**src/rtl/sb_pkg.sv**
```systemverilog
// Sideband shared definitions.
// Holds the receive FSM state encoding and the packet/gap geometry that the
// TX serializer and RX deserializer must agree on.
package sb_pkg;

  localparam int unsigned SB_PACKET_W = 64;  // bits per sideband packet
  localparam int unsigned SB_MIN_GAP  = 32;  // minimum idle UI between packets

  typedef enum logic [1:0] {
    SB_RX_IDLE,
    SB_RX_SHIFT,
    SB_RX_GAP
  } sb_rx_state_e;

endpackage

```
**src/rtl/sb_rx_deserializer.sv**
```systemverilog
// Sideband receive deserializer.
// Samples RXDATASB one bit per pll_clk cycle while rx_bit_valid is high, assembles
// PACKET_W-bit packets LSB-first and presents each with a one-cycle data_valid
// strobe. Enforces a MIN_GAP idle gap after each packet and flags truncated
// packets (frame_err) and early packet starts (gap_err).
//
// Ports:
//   pll_clk      in   sideband bit clock, one UI per cycle, rising edge
//   rst_n        in   asynchronous active-low reset
//   enable       in   receiver enable; low forces idle (synchronous)
//   RXDATASB     in   serial sideband data
//   rx_bit_valid in   a bit is present this cycle
//   data_out     out  last complete packet, bit 0 received first
//   data_valid   out  one-cycle pulse, data_out updated
//   frame_err    out  one-cycle pulse, packet truncated
//   gap_err      out  one-cycle pulse, packet started inside the idle gap
//   busy         out  high while shifting a packet
module sb_rx_deserializer
  import sb_pkg::*;
#(
  parameter int unsigned PACKET_W = SB_PACKET_W,
  parameter int unsigned MIN_GAP  = SB_MIN_GAP
) (
  input  logic                pll_clk,
  input  logic                rst_n,
  input  logic                enable,
  input  logic                RXDATASB,
  input  logic                rx_bit_valid,
  output logic [PACKET_W-1:0] data_out,
  output logic                data_valid,
  output logic                frame_err,
  output logic                gap_err,
  output logic                busy
);

  localparam int unsigned BitCntW = $clog2(PACKET_W) + 1;
  localparam int unsigned GapCntW = $clog2(MIN_GAP) + 1;

  localparam logic [BitCntW-1:0] LastBit = BitCntW'(PACKET_W - 1);
  localparam logic [GapCntW-1:0] GapMax  = GapCntW'(MIN_GAP);
  localparam logic [GapCntW-1:0] GapLast = GapCntW'(MIN_GAP - 1);

  sb_rx_state_e         state_q;
  logic [BitCntW-1:0]   bit_cnt_q;
  logic [GapCntW-1:0]   gap_cnt_q;
  // Only the upper PACKET_W-1 bits of the shift register are ever read: the
  // oldest bit would fall off on the same edge the packet completes, so it is
  // not stored. sh_q[k] holds the bit that ends up at data_out[k+1] if no
  // further shift happened.
  logic [PACKET_W-2:0]  sh_q;
  logic [PACKET_W-1:0]  shift_in;

  assign shift_in = {RXDATASB, sh_q};
  assign busy     = (state_q == SB_RX_SHIFT);

  always_ff @(posedge pll_clk or negedge rst_n) begin
    if (!rst_n) begin
      state_q    <= SB_RX_IDLE;
      bit_cnt_q  <= '0;
      gap_cnt_q  <= '0;
      sh_q       <= '0;
      data_out   <= '0;
      data_valid <= 1'b0;
      frame_err  <= 1'b0;
      gap_err    <= 1'b0;
    end else begin
      data_valid <= 1'b0;
      frame_err  <= 1'b0;
      gap_err    <= 1'b0;

      if (!enable) begin
        // Abort silently; a bit offered in this cycle is dropped.
        state_q   <= SB_RX_IDLE;
        bit_cnt_q <= '0;
        gap_cnt_q <= '0;
      end else begin
        unique case (state_q)
          SB_RX_IDLE: begin
            if (rx_bit_valid) begin
              sh_q      <= shift_in[PACKET_W-1:1];
              bit_cnt_q <= BitCntW'(1);
              state_q   <= SB_RX_SHIFT;
            end
          end

          SB_RX_SHIFT: begin
            if (rx_bit_valid) begin
              sh_q <= shift_in[PACKET_W-1:1];
              if (bit_cnt_q == LastBit) begin
                data_out   <= shift_in;
                data_valid <= 1'b1;
                bit_cnt_q  <= '0;
                gap_cnt_q  <= '0;
                state_q    <= SB_RX_GAP;
              end else begin
                bit_cnt_q <= bit_cnt_q + BitCntW'(1);
              end
            end else begin
              // Truncated packet: the idle cycle that revealed it counts as gap.
              frame_err <= 1'b1;
              bit_cnt_q <= '0;
              gap_cnt_q <= GapCntW'(1);
              state_q   <= SB_RX_GAP;
            end
          end

          SB_RX_GAP: begin
            if (rx_bit_valid) begin
              // Early start is flagged but the packet is still received.
              gap_err   <= 1'b1;
              sh_q      <= shift_in[PACKET_W-1:1];
              bit_cnt_q <= BitCntW'(1);
              state_q   <= SB_RX_SHIFT;
            end else if (gap_cnt_q >= GapLast) begin
              gap_cnt_q <= GapMax;
              state_q   <= SB_RX_IDLE;
            end else begin
              gap_cnt_q <= gap_cnt_q + GapCntW'(1);
            end
          end

          default: begin
            state_q   <= SB_RX_IDLE;
            bit_cnt_q <= '0;
            gap_cnt_q <= '0;
          end
        endcase
      end
    end
  end

endmodule
```
**config.mk**
```make
export PLATFORM = sky130hd
export DESIGN_NAME = sb_rx_deserializer
export DESIGN_NICKNAME = d
export VERILOG_FILES = /design/src/rtl/sb_pkg.sv /design/src/rtl/sb_rx_deserializer.sv
export SDC_FILE = /design/constraint.sdc
export NUM_CORES = 1
export LEC_CHECK = 0
export ABC_AREA = 1
export BUFFER_PORTS_ARGS = -buffer_cell sky130_fd_sc_hd__buf_2
export CAP_MARGIN = 20
export CORE_ASPECT_RATIO = 0.8
export CORE_MARGIN = 2
export CORE_UTILIZATION = 45
export CTS_CLUSTER_SIZE = 8
export DETAILED_ROUTE_END_ITERATION = 8
export PLACE_DENSITY = 0.64
export SYNTH_ARGS = -nofsm -noshare
export SYNTH_HDL_FRONTEND = slang
export SYNTH_SLANG_ARGS = --single-unit
```
**constraint.sdc**
```tcl
create_clock -name pll_clk -period 1.7 [get_ports pll_clk]
set_clock_uncertainty 0.05 [all_clocks]
set_input_delay 0.255 -clock pll_clk [delete_from_list [all_inputs] [get_ports pll_clk]]
set_output_delay 0.255 -clock pll_clk [all_outputs]
set_load 0.1 [all_outputs]
```
Word level (Yosys, flattened, before mapping)

Cells that the tools add are included.

Flip-flop bits (word level): 145
Bits in latches: 0
Bits in writable memories: 0
Memory bits (read-only): 0
Input bits: 5
Output and inout port bits: 68
Word-level logic and storage cells: 55
Memories: 0

$add $sub $neg: 2
$mul: 0
Div/mod/pow operators: 0
$lt $le $gt $ge: 1
Eq/ne operators: 9
Shifts and indexed selects: 0
Muxes and demuxes: 28
Bitwise logic cells: 0
Reduce and logical (&&, ||, !) cells: 7

Operators by type and width:

| kind                | number |
|---|---|
| $mux 6              | 5 |
| $mux 7              | 4 |
| $pmux 6 s3          | 1 |
| $pmux 7 s2          | 1 |
| $mux 2              | 6 |
| $mux 1              | 10 |
| $reduce_and 3->1    | 3 |
| $add 7x1->7 const B | 1 |
| $eq 7x6->1 const B  | 1 |
| $add 6x1->6 const B | 1 |
| $ge 6x5->1 const B  | 1 |
| $ne 3x3->1 const B  | 2 |
| $pmux 2 s3          | 1 |
| $ne 4x3->1 const B  | 1 |
| $ne 4x4->1 const B  | 1 |
| $reduce_and 4->1    | 1 |
| $ne 3x2->1 const B  | 1 |
| $reduce_or 3->1     | 1 |
| $eq 2x1->1 const B  | 1 |
| $eq 2x2->1 const B  | 1 |
| $logic_not 2->1     | 1 |
| $ne 2x2->1 const B  | 1 |
| $reduce_or 2->1     | 1 |

Logic depth before layout (Yosys ltp)

Gate-level depths: netlist (run 1).

Depth in word-level cells: 5
Gate-level depth with buffers: 10
Depth with buffers taken out: 9

Worst setup path before layout (run 1)

OpenSTA, ideal clock, no wires.

Path type: reg-to-reg
Start point: register state_q[1]
End point: register data_out[24]
Library setup time: 0.132 ns
Arrival time: 2.415 ns
Data required time: 1.518 ns
Setup slack: -0.897 ns
Cell stages (with the launch flop): 11
Buffers on the path: 3
Clock period less this slack: 2.597 ns
Cells stage by stage: dfrtp_1 > inv_1 > ha_1 > nand2_1 > nor2_4 > nand3_2 > buf_6 > buf_6 > buf_6 > nand2_1 > o21ai_0

Word-level cells in the longest chain between the ends: 2

RTL lines:

| element                    | line                     | source |
|---|---|---|
| start, declared            | sb_rx_deserializer.sv:43 | `sb_rx_state_e state_q;` |
| start signal, assigned     | sb_rx_deserializer.sv:58 | `state_q <= SB_RX_IDLE;` |
| start signal, assigned     | sb_rx_deserializer.sv:73 | `state_q <= SB_RX_IDLE;` |
| start signal, assigned     | sb_rx_deserializer.sv:82 | `state_q <= SB_RX_SHIFT;` |
| $eq 2x1->1                 | --                       |  |
| named net busy             | sb_rx_deserializer.sv:33 | `output logic busy` |
| $reduce_and 4->1 (no line) | --                       |  |
| end signal, assigned       | sb_rx_deserializer.sv:90 | `data_out <= shift_in;` |
| end, declared              | sb_rx_deserializer.sv:29 | `output logic [PACKET_W-1:0] data_out,` |

The timed path passes the listed nets, and every way through them passes these cells.
A chain may end at the register's enable or synchronous reset.

Worst setup path after layout (run 1)

Start point: register state_q[1]
End point: register data_out[11]

Word-level cells in the longest chain between the ends: 2

RTL lines:

| element                    | line                     | source |
|---|---|---|
| $eq 2x1->1                 | sb_rx_deserializer.sv:77 | `unique case (state_q)` |
| $reduce_and 4->1 (no line) | --                       |  |

No other way between the ends.

==> results of run 1 <==
[where the power goes]
group	internal, uW	switching [uW]
clock network	2480	1380
logic	548	988
registers	4010	309
total	7030	2680
[cell type report]
class                           count  area [um2]  area share, %
Multi-Input combinational cell    357        1720           24.0
Clock buffer                       25         495           6.91
Sequential cell                   145        3630           50.6
Clock inverter                      7         121           1.69
Inverter                           86         323           4.50
Timing Repair Buffer               96         673           9.38
Tap cell                          171         214           2.98
[metrics by stage]
stage	utilization, %	hold WS, ns	total power [uW]	TNS (ns)	cells
CTS	57.4	0.0344	9750	0	882
global placement	52.3	0.122	5760	0	848
finish	58.1	0.0520	9710	0	887
floorplan	-	-0.0906	5310	-6.62	615
detailed placement	52.3	0.125	5830	-0.298	848
global route	58.1	0.0407	10200	-2.34	887
[layer usage]
| layer | up-vias | wire length [um] | GRT usage [%] |
|---|---|---|---|
| met3 | 13 | 484 | 5.07 |
| met5 | - | 0 | 0 |
| li1 | 2110 | - | - |
| met2 | 82 | 5120 | 25.7 |
| met4 | 0 | 145 | 6.99 |
| met1 | 1955 | 5630 | 25.6 |
[placed cells by master (no fill, tap or decap), drive strengths merged, types with 5 or more instances in the layout]
cell / count
ha: 6
nand3: 12
dfrtp: 145
buf: 94
nand2: 173
nor2: 15
nand4: 5
inv: 88
clkbuf: 26
o21ai: 129
[worst paths after layout]
check,start,endpoint,slack (ns),depth (start not counted)
worst max register to register,state_q[1],data_out[11],0.03,8
worst min-delay path,rx_bit_valid,frame_err,0.05,2
min in group asynchronous,rst_n,data_out[45],0.25,2
worst min register to register,data_out[13],data_out[13],0.43,2
worst max-delay path,state_q[1],data_out[11],0.03,8
max in group asynchronous,rst_n,state_q[1],0.75,3
[sequential cells by signal, indices dropped and copies added (netlist names)]
name and cells:
bit_cnt_q 7, data_out 64, data_valid 1, frame_err 1
gap_cnt_q 6, gap_err 1, sh_q 63, state_q 2
[repair_timing]
action | 4_1_cts | 5_1_grt
buffers inserted | 1 | 4
cloned | 0 | 1
pin swaps | 0 | 1
hold buffers | 1 | 0
endpoints found under the setup margin | 34 | 79
gates resized for setup | 2 | 22
endpoints found under the hold margin | 32 | 0
[logic make-up after synthesis]
logic type                 share of synthesized area, %
buffers and inverters                              8.13
xor gates and xnor gates                          0.609
DFF                                                63.0
and+or+nand+nor                                    15.0
AOI/OAI and AO/OA                                  11.9
adders and majority gates                          1.30
==> results.ini, run 1 <==
[setup_path]
critPathKind=reg -> reg
crit_arrival_ns=1.92
crit_path_end_kind=flop
required_ns=1.94
cp-start-kind=flop
cp_top_family=simple AND/OR/NAND/NOR gates
crit_buf_inv=2
slowest_delay_ns=0.42
path_max_fanout=29
crit_slowest_cell=dfrtp_1
worstPathCellList=inv_2 -> ha_4 -> nand2_4 -> nor2_4 -> nand3_4 -> clkbuf_16 -> nand2_1 -> o21ai_0

[logic_synthesis]
synth_most_common_cell=nand2_1
syn_area_per_cell_um2=9.36
ys_types=25
yosysWarnings=0
synthTopCellsByCount=nand2_1, dfrtp_1, o21ai_0
yosys.area.top_type_share_pct=63.0
async_flop_share_pct=100
seq_area_frac_synth_pct=63.0
synth_top_cell_by_area=dfrtp_1
ys_ff_latch=145
synth_edf_count=0
syn_inst=615
syn-num-nets=626
synth_ff_type=dfrtp_1
syn_area_mm2=0.00576
synth.area.top_cells=dfrtp_1, nand2_1, o21ai_0, inv_1, o21ai_1

[floorplanning]
pin_count=73
dieWidth_um=130
die_y_um=105
rows=36
die_area_mm2=0.0137
start_util_pct=46.6
core_area_mm2=0.0123

[global_route]
overflow=0
grt_pass1_vias=3926
track_usage_pct=17.8
antenna_found_initial=0
grt_pass1_wl_mm=19.0
grt_max_degree=83

[placed_design]
portBuffers=72
dpl_cell_area_mm2=0.00645
dp_slack_ns=-0.0392
place_congestion=0.787
dpl.hpwl_mm=7.51

[sta]
relSlewSlack_pct=67.2
hold_violations=0
fin_ws_ns=0.0264
setup_violations=0
period_needed_ns=1.67
post-route-period-util_pct=98.4
rsz0062_at_grt=yes
worstMarginPinSlew_ns=0.495
max_freq_ghz=0.598
maxSlewViolCount=0

[cts]
root_buffer=clkbuf_16
cts_tree=yes
clock-sinks=145
cts-htree-levels=4
clockBufferDepth=2
insertion_delay_ns=0.41
cts-buffers-inserted=17
clk_pin_slew_ns=0.06

[detailed_routing]
route.detailed.drc=0
firstDrtPassIters=4
viasPerCell=4.69
routed-via-count=4160
ant_nets=0
wire_per_inst_um=12.8
drt_iter0_drc=220
drt_wl_total_mm=11.4

[cells_and_area]
antenna_cells=0
fin_area_mm2=0.00717
drive_above_1_share_pct=20.0
fillers=1116
nNetsFinal=714
syn_to_final_growth_pct=24.7

[pwr]
ir_drop_uv=1120
p_leak_uw=0.00362
power_density_mw_per_mm2=1350

[hold_path]
hp-class=in -> reg

[status]
outcome=completed

[flow_run]
drv_cap=0

Note: power is estimated with default switching activity, not from simulation.
==> inputs of run 2 (changes only) <==
--- a/config.mk
+++ b/config.mk
@@ -13,6 +13,7 @@
 export CORE_UTILIZATION = 45
 export CTS_CLUSTER_SIZE = 8
 export DETAILED_ROUTE_END_ITERATION = 8
+export GPL_TIMING_DRIVEN = 0
 export PLACE_DENSITY = 0.64
 export SYNTH_ARGS = -nofsm -noshare
 export SYNTH_HDL_FRONTEND = slang
==> results.ini, run 2 (synthesized netlist as in run 1, its figures left out) <==
[detailed_routing]
routed-via-count=4364  ; was 4160
route.detailed.drc=0  ; unchanged
viasPerCell=4.80  ; was 4.69
drt_wl_total_mm=12.4  ; was 11.4 mm
drt_iter0_drc=302  ; was 220
ant_nets=0  ; unchanged
firstDrtPassIters=5  ; was 4
wire_per_inst_um=13.7  ; was 12.8 um

[global_route]
track_usage_pct=18.5  ; was 17.8%
antenna_found_initial=0  ; unchanged
grt_pass1_wl_mm=20.1  ; was 19.0 mm
grt_pass1_vias=4029  ; was 3926
overflow=0  ; unchanged
grt_max_degree=83  ; unchanged

[hold_path]
holdPathEnd=frame_err  ; unchanged
hold_path_depth=2  ; unchanged
hold_start=rx_bit_valid  ; unchanged
hp-class=in -> reg  ; unchanged

[setup_path]
path_max_fanout=7  ; was 29
worstPathCellList=inv_2 -> ha_4 -> nand2_4 -> nor2_4 -> nand3_4 -> buf_8 -> buf_12 -> clkbuf_16 -> nand2_4 -> o21ai_1  ; was inv_2 -> ha_4 -> nand2_4 -> nor2_4 -> nand3_4 -> clkbuf_16 -> nand2_1 -> o21ai_0
cp-start-kind=flop  ; unchanged
cp_top_family=buffers and inverters  ; was simple AND/OR/NAND/NOR gates
required_ns=1.93  ; was 1.94 ns
r2r_setup_slack_ns=-0.07  ; was 0.03 ns
r2r_start=state_q[1]  ; unchanged
slowest_delay_ns=0.42  ; about the same
crit_buf_inv=4  ; was 2
crit_arrival_ns=2.00  ; was 1.92 ns
r2r_end=data_out[38]  ; was data_out[11]
crit_slowest_cell=dfrtp_1  ; unchanged
critPathKind=reg -> reg  ; unchanged
crit_top_cell=nand2_4
crit_path_end_kind=flop  ; unchanged
reg2regPathDepth=10  ; was 8

[cells_and_area]
multi_input_area_mm2=0.00194  ; was 0.00172 mm2
mostFrequentLayoutCells=dfrtp_1, nand2_1, inv_1  ; was nand2_1, dfrtp_1, o21ai_0
syn_to_final_growth_pct=32.1  ; was 24.7%
nNetsFinal=737  ; was 714
fillers=1067  ; was 1116
antenna_cells=0  ; unchanged
drive_above_1_share_pct=31.6  ; was 20.0%
seq_area_mm2=0.00363  ; about the same
largest_register_ffs=64  ; unchanged
top_register=data_out  ; unchanged
mostFrequentLayoutCell=dfrtp_1  ; was nand2_1
final_util_pct=61.6  ; was 58.1%
top_regs=data_out (64), sh_q (63), bit_cnt_q (7)  ; unchanged
stdcell_count=909  ; was 887

[cts]
clockBufferDepth=2  ; unchanged
root_buffer=clkbuf_16  ; unchanged
cts-htree-levels=4  ; unchanged
insertion_delay_ns=0.42  ; was 0.41 ns
cts_tree=yes  ; unchanged
clk_pin_slew_ns=0.06  ; about the same
cts-buffers-inserted=17  ; unchanged
clock-sinks=145  ; unchanged

[sta]
hold_violations=0  ; unchanged
fin_ws_ns=-0.0740  ; was 0.0264 ns
worstMarginPinSlew_ns=0.606  ; was 0.495 ns
relSlewSlack_pct=59.6  ; was 67.2%
post-route-period-util_pct=104  ; was 98.4%
fin_tns_setup_ns=-1.31  ; was 0 ns
period_needed_ns=1.77  ; was 1.67 ns
setup_violations=24  ; was 0
max_freq_ghz=0.564  ; was 0.598 GHz
maxSlewViolCount=0  ; unchanged
rsz0062_at_grt=yes  ; unchanged

[placed_design]
place_congestion=0.775  ; was 0.787
dpl.hpwl_mm=7.92  ; was 7.51 mm
placed_cells=859  ; was 848
dp_slack_ns=-0.340  ; was -0.0392 ns
portBuffers=72  ; unchanged

[status]
outcome=finished with violations  ; was completed
violations=setup timing

[pwr]
power_density_mw_per_mm2=1260  ; was 1350 mW/mm2
p_leak_uw=0.00379  ; was 0.00362 uW
power.total_uw=9610  ; was 9710 uW
ir_drop_uv=890  ; was 1120 uV

[floorplanning]
pin_count=73  ; unchanged
dieWidth_um=130  ; unchanged
die_y_um=105  ; unchanged
rows=36  ; unchanged
die_area_mm2=0.0137  ; unchanged
start_util_pct=46.6  ; unchanged
core_area_mm2=0.0123  ; unchanged

[flow_run]
drv_cap=0  ; unchanged

run 2: cell count changes in the layout (fill, tap and decap cells not counted), sizes merged:
cell      previous run  this run
clkbuf              26        34
bufinv               3         2
buf                 94       103
clkinv               2         5
clkinvlp             0         3
run 2: metal layers:
| metal | routed length [um] | vias to the layer above | track usage [%] |
|---|---|---|---|
| met2 | 5550 | 105 | 26.0 |
| met1 | 6160 | 2082 | 28.4 |
| met3 | 598 | 12 | 3.99 |
| met5 | 0 | - | 0 |
| met4 | 119 | 0 | 6.31 |
| li1 | - | 2165 | - |
run 2: worst max path at each step:
stage | startpoint | cells after the start | end | slack, ns
floorplan | state_q[1] | 10 | data_out[31] | -0.16
global placement | rst_n | 1 | data_out[15] | -1.66
detailed placement | state_q[0] | 6 | sh_q[35] | -0.34
CTS | state_q[1] | 10 | data_out[33] | -0.04
global route | state_q[1] | 10 | data_out[35] | -0.16
finish | state_q[1] | 10 | data_out[38] | -0.07
run 2: stage by stage:
| stage | hold WS (ns) | instance area, um2 |
|---|---|---|
| after floorplan | -0.0906 | 5790 |
| after global placement | 0.411 | 6360 |
| after detailed placement | 0.231 | 6400 |
| after CTS | 0.0242 | 7050 |
| after global routing | 0.0305 | 7600 |
| final | 0.0328 | 7600 |
run 2: repair_timing:
action                                 4_1_cts  5_1_grt
setup buffers                                2       12
gates resized for setup                     16      168
pin swaps                                    2        7
setup endpoints to repair                  130      139
gates cloned                                 0        5
endpoints found under the hold margin       63        0
hold buffers                                 1        0
run 2: final cells by class:
class,instances,area share (%)
Sequential cell,145,47.7
Multi-Input combinational cell,357,25.5
Timing Repair Buffer,92,8.65
Clock buffer,19,5.82
Inverter,86,4.28
Buffer,27,3.42
Tap cell,171,2.81
Clock inverter,12,1.74
run 2: report_power, final:
group	total (uW)	switching [uW]	internal, uW
Combinational	1640	1060	579
Clock	3650	1460	2200
Sequential	4320	308	4010
